## src/rtl/pulse_pkg.sv

```systemverilog
// Shared definitions for the programmable pulse source: state encoding,
// default sizing and the counter-width rule.
package pulse_pkg;

  typedef enum logic [1:0] {
    ST_IDLE  = 2'd0,
    ST_PULSE = 2'd1,
    ST_GAP   = 2'd2
  } state_e;

  localparam int DEF_CNT_W = 8;
  localparam int DEF_GAP   = 2;

  // The shared counter must hold both len-1 and GAP-1.
  function automatic int cnt_width(input int cnt_w, input int gap);
    int g;
    g = $clog2(gap);
    return (cnt_w > g) ? cnt_w : g;
  endfunction

endpackage

```

## src/rtl/pulse_dn_cnt.sv

```systemverilog
// Loadable down-counter with a zero flag; shared by the pulse and gap phases.
// Load has priority over decrement, and the count holds at zero.
module pulse_dn_cnt #(
  parameter int W = 8
) (
  input  logic         clk,
  input  logic         rst_,
  input  logic         i_load,
  input  logic [W-1:0] i_load_val,
  input  logic         i_en,
  output logic         o_zero
);

  logic [W-1:0] r_cnt;

  always_ff @(posedge clk) begin
    if (!rst_) begin
      r_cnt <= '0;
    end else if (i_load) begin
      r_cnt <= i_load_val;
    end else if (i_en && (r_cnt != '0)) begin
      r_cnt <= r_cnt - W'(1);
    end
  end

  assign o_zero = (r_cnt == '0);

endmodule

```

## src/rtl/pulse_gen.sv

```systemverilog
// Programmable pulse source: accepts a length over valid/ready and drives a
// registered pulse exactly that many cycles wide, followed by a fixed low gap.
//
// state    | meaning
// ST_IDLE  | ready for a request, out low
// ST_PULSE | out high, counter holds remaining pulse cycles minus one
// ST_GAP   | out low, request blocked, counter holds remaining gap cycles minus one
module pulse_gen
  import pulse_pkg::*;
#(
  parameter int CNT_W = DEF_CNT_W,
  parameter int GAP   = DEF_GAP
) (
  input  logic             clk,
  input  logic             rst_,
  input  logic             len_valid,
  input  logic [CNT_W-1:0] len,
  output logic             len_ready,
  output logic             out,
  output logic             busy,
  output logic             done
);

  localparam int CW = cnt_width(CNT_W, GAP);
  localparam logic [CW-1:0] GAP_M1 = CW'(GAP - 1);

  state_e          r_state;
  state_e          w_state_nxt;
  logic            r_out;
  logic            r_done;
  logic            w_out_nxt;
  logic            w_done_nxt;
  logic            w_load;
  logic            w_en;
  logic            w_zero;
  logic [CW-1:0]   w_load_val;
  logic [CW-1:0]   w_len_ext;

  assign w_len_ext = CW'(len);

  pulse_dn_cnt #(.W(CW)) u_cnt (
    .clk        (clk),
    .rst_       (rst_),
    .i_load     (w_load),
    .i_load_val (w_load_val),
    .i_en       (w_en),
    .o_zero     (w_zero)
  );

  always_ff @(posedge clk) begin
    if (!rst_) begin
      r_state <= ST_IDLE;
      r_out   <= 1'b0;
      r_done  <= 1'b0;
    end else begin
      r_state <= w_state_nxt;
      r_out   <= w_out_nxt;
      r_done  <= w_done_nxt;
    end
  end

  always_comb begin
    w_state_nxt = r_state;
    w_out_nxt   = 1'b0;
    w_done_nxt  = 1'b0;
    w_load      = 1'b0;
    w_load_val  = w_len_ext - CW'(1);
    w_en        = 1'b0;
    case (r_state)
      ST_IDLE: begin
        if (len_valid) begin
          // A zero length is consumed and acknowledged without a pulse.
          if (len != '0) begin
            w_state_nxt = ST_PULSE;
            w_load      = 1'b1;
            w_out_nxt   = 1'b1;
          end else begin
            w_done_nxt  = 1'b1;
          end
        end
      end
      ST_PULSE: begin
        if (w_zero) begin
          w_state_nxt = ST_GAP;
          w_load      = 1'b1;
          w_load_val  = GAP_M1;
          w_done_nxt  = 1'b1;
        end else begin
          w_en      = 1'b1;
          w_out_nxt = 1'b1;
        end
      end
      ST_GAP: begin
        if (w_zero) begin
          w_state_nxt = ST_IDLE;
        end else begin
          w_en = 1'b1;
        end
      end
      default: begin
        w_state_nxt = ST_IDLE;
      end
    endcase
  end

  assign out       = r_out;
  assign done      = r_done;
  assign len_ready = (r_state == ST_IDLE);
  assign busy      = (r_state != ST_IDLE);

endmodule
```

## config.mk

```make
export PLATFORM = sky130hd
export DESIGN_NAME = pulse_gen
export DESIGN_NICKNAME = d
export VERILOG_FILES = /design/src/rtl/pulse_pkg.sv /design/src/rtl/pulse_dn_cnt.sv /design/src/rtl/pulse_gen.sv
export SDC_FILE = /design/constraint.sdc
export NUM_CORES = 1
export LEC_CHECK = 0
export BUFFER_PORTS_ARGS = -buffer_cell sky130_fd_sc_hd__buf_4
export CORE_MARGIN = 2
export CORE_UTILIZATION = 45
export DETAILED_ROUTE_END_ITERATION = 8
export GPL_ROUTABILITY_DRIVEN = 0
export MAX_ROUTING_LAYER = met4
export PLACE_DENSITY = 0.7
export SLEW_MARGIN = 5
export SYNTH_ARGS = -nofsm -noshare
export SYNTH_HDL_FRONTEND = slang
export SYNTH_SLANG_ARGS = --single-unit
```

## constraint.sdc

```tcl
create_clock -name clk -period 3.96 [get_ports clk]
set_input_delay 0.396 -clock clk [delete_from_list [all_inputs] [get_ports clk]]
set_output_delay 0.396 -clock clk [all_outputs]
set_load 0.02 [all_outputs]
```

# --- Word-level counts from Yosys, hierarchy flattened ---
# Cells that the tools add are included.
classes:
  n_eq_ne: 6
  n_addsub: 2
  mux: 19
  n_reduce_logical: 9
ops:
  columns: ["operator", "n"]
  rows:
  - ["8-bit two-way mux", 4]
  - ["8-bit nonzero test", 2]
  - ["8-bit by 1-bit subtractor with 8-bit output (second input constant)", 2]
  - ["8-bit logical NOT", 1]
  - ["2-bit two-way mux", 4]
  - ["1-bit two-way mux", 7]
  - ["2-bit by 1-bit != test with 1-bit output (second input constant)", 3]
  - ["1-bit one-hot mux with 2 select lines", 3]
  - ["2-bit one-hot mux with 3 select lines", 1]
  - ["4-bit AND reduction", 1]
  - ["2-bit nonzero test", 2]
  - ["2-bit by 1-bit == test with 1-bit output (second input constant)", 1]
  - ["2-bit == test (second input constant)", 1]
  - ["2-bit logical NOT", 1]
  - ["2-bit != test (second input constant)", 1]
  - ["2-bit OR reduction", 1]
  - ["1-bit logical AND", 1]
totals:
  elab_cells: 40
  reg_bits: 12
  inputBits: 11

# --- Logic depth before layout (Yosys ltp) ---
# Gate-level depths: netlist (run 1).
logic_depth:
  ltp_word: 6
  depth_mapped: 8

# --- Cells and area by module ---
# A second synthesis (run 1) with hierarchy kept.
unflattened:
  cells_unflattened: 115
  hier_area_um2: 915.9
by_module_without_submodules:
  columns: ["mod", "instances", "cells_per_inst", "area_each_um2"]
  rows:
  - ["pulse_dn_cnt", 1, 58, 508.0]
  - ["pulse_gen", 1, 57, 407.9]

# --- Worst setup path after synthesis (run 1) ---
# OpenSTA, ideal clock, no wires.
synth_timing:
  kind: "input -> register"
  from: "in len[0]"
  to: "reg u_cnt.r_cnt[4]"
  path_slack_ns: 2.044
  cell_stages: 7
  path_buffers: 0
  arrival_time_ns: 1.781
  path_cell_list: "inv_1 ha_1 or4b_4 o21ai_2 nor2_2 nor4b_2 a2111oi_2"
synth_between:
  elab_chain_cells: 5
  elab_cells_between_ends: 9
synth_lines:
  columns: ["element", "line_no", "text"]
  rows:
  - ["start, declared", "pulse_gen.sv:17", "input logic [CNT_W-1:0] len,"]
  - ["branches (longest 5 deep; another with 8-bit by 1-bit subtractor with 8-bit output)", null, null]
  - ["end signal, assigned", "pulse_dn_cnt.sv:20", "r_cnt <= i_load_val;"]
  - ["end signal, assigned", "pulse_dn_cnt.sv:22", "r_cnt <= r_cnt - W'(1);"]
  - ["end, declared", "pulse_dn_cnt.sv:14", "logic [W-1:0] r_cnt;"]
# Parallel ways; which one is timed is not known.
# A chain may end at the register's enable or synchronous reset.

# --- Final worst setup path (run 1) ---
layout_timing:
  from: "reg u_cnt.r_cnt[0]"
  to: "reg u_cnt.r_cnt[2]"
layout_between:
  elab_chain_cells: 5
  elab_cells_between_ends: 13
layout_lines:
  columns: ["element"]
  rows:
  - ["branches (longest 5 deep; another with 8-bit by 1-bit subtractor with 8-bit output)"]
# Parallel ways; which one is timed is not known. The select of a mux whose other input is x is not followed.

==> qor.yml, run 1 <==
status: "finished clean"
finalSetupTns_ns: 0
wl_um: 2170
dp.final_hpwl_um: 1680
setup.worst_path.start: "u_cnt.r_cnt[0]"
drive_above_1_share_pct: 25.4
synth-compound-area-share_pct: 26.0
dieWidth_um: 50.0
root_buffer: "clkbuf_4"
io_pins: 15
clock_latency_ns: 0.28
drtPass1Iterations: 4
relSlewSlack_pct: 71.9
numCtsBuffers: 3
drc: 0
h-tree-depth: 1
routed_via_density: 5.83
fin_crit_sh_pct: 51.7
dieArea_um2: 2500
timing.rr.start: "u_cnt.r_cnt[0]"
final_common_cell: "buf_4"
via_count: 892
stdcell_count: 153
antenna_cells: 0
final_cell_mix: "buf_4 (14), dfxtp_1 (12), inv_1 (9), nor2_1 (9)"
layout_setup_ws_ns: 1.91
rr_worst_depth: 7
grt_pass1_wl_um: 3630
hold_buffers: 0
power.switching_uw: 425
synthTopCellsByArea: "dfxtp_1 (25%), ha_1 (9.2%), nor3_1 (3.7%), xnor2_1 (3.7%), xor2_1 (3.7%)"
synth_seq_cells: 12
cts_tree: "built"
arrival_ns: 2.22
gr-total-overflow: 0
slowest_stage: "or3b_2"
power.leakage_uw: 0.000475
synth_adder_area_share_pct: 9.19
io_buffers: 14
synth.top_cell.area_share_pct: 25.2
crit_cells: 7
synth_enable_flop_cells: 0
p_int_uw: 464
yosys.area.top_type: "dfxtp_1"
synth_xor_xnor_area_share_pct: 7.35
max_stage_delay_ns: 0.50
path_buf_inv: 1
core_area_um2: 1980
synth_top_family_by_area: "simple AND/OR/NAND/NOR gates"
start_util_pct: 48.1
vdd_ir_drop_max_mv: 0.375
cts_setup_buffers: 0
grt_max_degree: 17
groute.usage.overall_pct: 19.5
period_needed_ns: 2.05
num_rows: 16
path_cells: "inv_1 -> ha_1 -> or3b_2 -> o21ai_4 -> nand2_1 -> a221oi_2 -> nor4_1"
swShare_pct: 47.8
hold_violations: 0
drv_slew: 0
ys_async_sr_fraction_pct: 0
synthesis.nets: 127
clk_pin_slew_ns: 0.09
skew_ns: 0.00219
setup_violations: 0
drv_cap: 0
reg2reg_slack_ns: 1.91
syn2layout_area_growth_pct: 17.2
cts_buffer_depth: 2
cp-end-kind: "flop"
critPathMaxFanout: 8
synthMuxAreaShare_pct: 1.05
crit_family: "simple AND/OR/NAND/NOR gates"
synth-main-ff-cell: "dfxtp_1"
syn_area_um2: 953
fmax_mhz: 488
num-fill-cells: 192
crit_type: "reg -> reg"
ant_nets: 0
start_kind: "flop"
yosys_warnings: 0
pre_cts_slack_ns: 1.64
syn_area_per_cell_um2: 8.75
cellPowerDensity_nw_per_um2: 795
clock-sinks: 12
regToRegEndpoint: "u_cnt.r_cnt[2]"
yosysSeqAreaShare_pct: 25.2
worst_pin_slew_ns: 0.417
initialDrtViolationCount: 14
cp_data_required_time_ns: 4.13
rsz0062_at_grt: "false"
syn-instance-count: 109
antenna_found_initial: 0
pwr-share-comb_pct: 62.4
synth-simple-area-share_pct: 26.5
clockPowerShare_pct: 11.9
hp-class: "in -> reg"
hp-start: "rst_"
die_h_um: 50.0
dp.cells: 149
min_to: "done"
wl_per_cell_um: 14.2
grt_pass1_vias: 831
synth.distinct_cells: 47
postCtsResizedCells: 0
nets: 145
seq_power_share_pct: 25.7
hold_path_depth: 2
## kinds of logic (layout without fill, tap and decap cells)
group / count (synthesis) / after routing
xor+xnor: 8 / 8
flops: 12 / 12
compound gates: 29 / 29
buf+inv: 10 / 27
mux: 1 / 1
fa+ha+maj: 7 / 7
simple gates: 42 / 42
## worst max-delay path by stage
| stage | slack [ns] | endpoint |
|---|---|---|
| after floorplan | 2.04 | u_cnt.r_cnt[4] |
| after global placement | 1.74 | u_cnt.r_cnt[6] |
| after detailed placement | 1.64 | u_cnt.r_cnt[6] |
| after CTS | 1.92 | u_cnt.r_cnt[5] |
| after global routing | 1.76 | u_cnt.r_cnt[6] |
| final | 1.91 | u_cnt.r_cnt[2] |
## stage by stage
step / hold slack (ns) / area, um2 / utilization [%] / total power, uW
final: 0.375 / 1120 / 56.4 / 889
after CTS: 0.373 / 1120 / 56.4 / 886
after detailed placement: 0.546 / 1080 / 54.5 / 778
after floorplan: 0.508 / 953 / - / 657
after global placement: 0.530 / 1080 / 54.5 / 766
after global routing: 0.392 / 1120 / 56.4 / 957
## routing by layer
metal / global-route usage (%) / share of wire [%] / wire length [um]
met3: 1.21 / 4.0 / 88
met2: 29.4 / 47 / 1010
met5: - / 0 / 0
met4: 13.4 / 2.6 / 56
met1: 24.8 / 47 / 1010
## Yosys cell counts, types with 2 or more instances
master,n
a21oi_1,5
nor3_1,7
dfxtp_1,12
xor2_1,4
nand2_1,7
a211oi_1,2
inv_1,9
a31oi_1,2
nor3b_1,2
nor2_1,9
o211a_1,2
o31ai_1,2
ha_1,7
nor4_1,3
xnor2_1,4
## worst reg2reg max path: cells and delay by family, from the launching register on
family                     cells  cell delay [ns]
AOI/OAI and AO/OA              2             0.54
adders and majority gates      1             0.20
buffers and inverters          1             0.12
DFF                            1             0.34
and+or+nand+nor                3             0.74
## state kept, by name (all words and copies together) (netlist names)
register,flops
u_cnt.r_cnt,8
r_state,2
done,1
out,1
## area by class of cell
| type | instances | area, um2 | area share, % |
|---|---|---|---|
| Timing Repair Buffer | 14 | 105 | 9.41 |
| Tap cell | 27 | 33.8 | 3.02 |
| Clock buffer | 4 | 36.3 | 3.25 |
| Sequential cell | 12 | 240 | 21.5 |
| Inverter | 9 | 33.8 | 3.02 |
| Multi-Input combinational cell | 87 | 668 | 59.8 |
## power groups by stage
stage | clock network [uW] | registers (uW) | logic [uW]
after floorplan | 0 | 223 | 434
after global placement | 0 | 230 | 536
after detailed placement | 0 | 230 | 547
after CTS | 108 | 228 | 550
after global routing | 111 | 236 | 610
final | 106 | 228 | 555
Note: power is estimated with default switching activity, not from simulation.
==> run 2: changes to the inputs <==
--- a/config.mk
+++ b/config.mk
@@ -5,13 +5,14 @@
 export SDC_FILE = /design/constraint.sdc
 export NUM_CORES = 1
 export LEC_CHECK = 0
+export ABC_AREA = 1
 export BUFFER_PORTS_ARGS = -buffer_cell sky130_fd_sc_hd__buf_4
 export CORE_MARGIN = 2
 export CORE_UTILIZATION = 45
 export DETAILED_ROUTE_END_ITERATION = 8
 export GPL_ROUTABILITY_DRIVEN = 0
 export MAX_ROUTING_LAYER = met4
-export PLACE_DENSITY = 0.7
+export PLACE_DENSITY = 0.72
 export SLEW_MARGIN = 5
 export SYNTH_ARGS = -nofsm -noshare
 export SYNTH_HDL_FRONTEND = slang
==> constraint.sdc (replaced) <==
create_clock -name clk -period 1.6 [get_ports clk]
set_input_delay 0.16 -clock clk [delete_from_list [all_inputs] [get_ports clk]]
set_output_delay 0.16 -clock clk [all_outputs]
set_load 0.02 [all_outputs]
==> qor.yml, run 2 <==
root_buffer: "clkbuf_4"
regMostFlops: "u_cnt.r_cnt"
synth-compound-area-share_pct: 10.9  # -15 points
drc: 0  # unchanged
grt_pass1_wl_um: 4100  # +13%
synth_xor_xnor_area_share_pct: 6.71  # -0.63 points
ys_async_sr_fraction_pct: 0  # unchanged
nets: 203  # +40%
via_count: 1102  # +24%
relSlewSlack_pct: 75.7  # +3.8 points
wl_um: 2480  # +14%
dieArea_um2: 2720  # +8.7%
status: "finished clean"
final_util_pct: 59.6  # +3.2 points
drive_above_1_share_pct: 26.1  # +0.69 points
drv_slew: 0  # unchanged
hp-class: "in -> reg"
gr-total-overflow: 0  # unchanged
hold_violations: 0  # unchanged
worst_pin_slew_ns: 0.363  # -0.0547 ns
synth_most_common_cell: "nand2_1"
slowest_stage: "dfxtp_1"
reg2reg_slack_ns: 0.09  # -1.83 ns
routed_via_density: 5.20  # -11%
numCtsBuffers: 3  # unchanged
min_to: "u_cnt.r_cnt[7]"
synth-main-ff-cell: "dfxtp_1"
cts_tree: "built"
final_cell_mix: "nand2_1 (36), nor2_1 (28), buf_4 (21), inv_1 (15), dfxtp_1 (12)"
hold_path_depth: 3  # +1
dp.cells: 204  # +37%
cts_buffer_depth: 2  # unchanged
largest_registers: "u_cnt.r_cnt: 8 flops, r_state: 2 flops"
cellPowerDensity_nw_per_um2: 1720  # +120%
yosys_warnings: 0  # unchanged
grt_pass1_vias: 996  # +20%
synth_top_family_by_area: "simple AND/OR/NAND/NOR gates"
grt_max_degree: 15  # -2
synth_adder_area_share_pct: 8.39  # -0.79 points
wl_per_cell_um: 11.7  # -18%
h-tree-depth: 1  # unchanged
vdd_ir_drop_max_mv: 1.15  # +210%
synth.top_cell.area_share_pct: 23.0  # -2.2 points
synth_seq_cells: 12  # unchanged
arrival_ns: 1.69  # -0.53 ns
max_stage_delay_ns: 0.34  # -0.16 ns
ant_nets: 0  # unchanged
synth-simple-area-share_pct: 43.6  # +17 points
drv_cap: 0  # unchanged
period_needed_ns: 1.51  # -0.533 ns
groute.usage.overall_pct: 20.8  # +1.2 points
final_common_cell: "nand2_1"
crit_type: "reg -> reg"
synth.distinct_cells: 25  # -47%
synthTopCellsByCount: "nand2_1 (37), nor2_1 (29), inv_1 (15), dfxtp_1 (12), nand3_1 (11)"
syn-instance-count: 158  # +45%
crit_top_cell: "nand2_1"
fin_crit_sh_pct: 94.7  # +43 points
largest_reg_flops: 8  # unchanged
placed_area_um2: 1210  # +12%
dp.final_hpwl_um: 1880  # +12%
cp-end-kind: "flop"
finalSetupTns_ns: 0  # unchanged
synthesis.nets: 176  # +39%
regToRegEndpoint: "u_cnt.r_cnt[0]"
die_h_um: 52.2  # +4.2%
path_cells: "inv_1 -> ha_2 -> nand2_1 -> buf_4 -> nor2_4 -> buf_12 -> nand2_1 -> nand2_1 -> nand2_1 -> nor2_1 -> nor2_1"
fmax_mhz: 660  # +35%
syn2layout_area_growth_pct: 26.4
start_kind: "flop"
yosys.area.top_type: "dfxtp_1"
clock-sinks: 12  # unchanged
io_pins: 15  # unchanged
antenna_found_initial: 0  # unchanged
skew_ns: 0.00265  # +0.000462 ns
synthTopCellsByArea: "dfxtp_1 (23%), nand2_1 (13%), nor2_1 (10%), ha_1 (8.4%), inv_1 (5.4%)"
rr_worst_depth: 11  # +4
timing.rr.start: "r_state[1]"
clk_pin_slew_ns: 0.08  # about the same
critPathMaxFanout: 4  # -4
yosysSeqAreaShare_pct: 23.0  # -2.2 points
syn_area_per_cell_um2: 6.60  # -24%
dieWidth_um: 52.2  # +4.2%
drtPass1Iterations: 5  # +1
stdcell_count: 212  # +39%
io_buffers: 14  # unchanged
num-fill-cells: 217  # +13%
stdcell_area_um2: 1320  # +18%
cp_data_required_time_ns: 1.77  # -2.36 ns
hp-start: "rst_"
synthMuxAreaShare_pct: 0  # -1.0 points
syn_area_um2: 1040  # +9.4%
start_util_pct: 47.2  # -0.93 points
num_rows: 17  # +1
power.leakage_uw: 0.000635  # +34%
synth_enable_flop_cells: 0  # unchanged
rsz0062_at_grt: "true"
setup_violations: 0  # unchanged
clock_latency_ns: 0.28  # about the same
initialDrtViolationCount: 17  # +3
core_area_um2: 2210  # +12%
antenna_cells: 0  # unchanged
-- run 2: changes by cell type in the layout (fill, tap and decap cells not counted), moves of 3 or more --
cell     change
nand2_1     +29
nor2_1      +19
nand3_1     +10
buf_4        +7
nor3_1       -7
inv_1        +6
o21ai_0      +6
nor2_4       +5
nand2_2      +4
nand4_1      +4
nor4_1       -3
-- run 2: repair_timing --
item,in CTS,in global routing
setup endpoints to repair,0,8
setup buffers,0,3
hold buffers,0,0
gates resized for setup,0,6
-- run 2: final cells by class --
type	count	area, um2	area share (%)
Tap cell	28	35.0	2.66
Timing Repair Buffer	22	178	13.5
Inverter	17	65.1	4.93
Multi-Input combinational cell	129	764	58.0
Clock buffer	4	36.3	2.75
Sequential cell	12	240	18.2
-- run 2: worst max-delay path by stage --
stage	start	end	slack [ns]	cells past startpoint
final	r_state[1]	u_cnt.r_cnt[0]	0.09	11
after global routing	r_state[1]	u_cnt.r_cnt[4]	-0.03	8
after CTS	u_cnt.r_cnt[1]	u_cnt.r_cnt[5]	0.02	9
after detailed placement	len[0]	u_cnt.r_cnt[6]	0.03	8
after global placement	u_cnt.r_cnt[1]	u_cnt.r_cnt[5]	0.07	9
after floorplan	r_state[0]	u_cnt.r_cnt[0]	0.05	8
-- run 2: metal layers --
metal / wire length, um / track usage, %
met3: 105 / 5.17
met4: 67 / 7.69
met5: 0 / -
met2: 1210 / 35.7
met1: 1100 / 23.2
-- run 2: logic make-up after synthesis --
kind of cell / Yosys count
AND/OR/NAND/NOR: 94
AO/OA/AOI/OAI: 19
buffers and inverters: 18
flip-flops: 12
XOR/XNOR: 8
adder cells (fa/ha/maj): 7
-- run 2: metrics by stage --
step	worst slack, ns	hold slack [ns]	total power (uW)
after floorplan	0.0525	0.296	1520
after global placement	0.0722	0.468	1820
after global routing	-0.0306	0.187	2460
final	0.0853	0.177	2260
after detailed placement	0.0328	0.466	1840
after CTS	0.0247	0.174	2090
-- run 2: power breakdown --
| group | switching [uW] | internal (uW) | leakage [uW] |
|---|---|---|---|
| clock | 104 | 138 | 0.0000210 |
| sequential | 117 | 408 | 0.0000992 |
| combinational | 893 | 603 | 0.000515 |
| total | 1110 | 1150 | 0.000635 |
-- run 2: critical path: cells and delay by family, from the launching register on --
family	cells	cell delay [ns]
AND/OR/NAND/NOR	7	0.47
buffers and inverters	3	0.37
flip-flops	1	0.34
adder cells (fa/ha/maj)	1	0.22
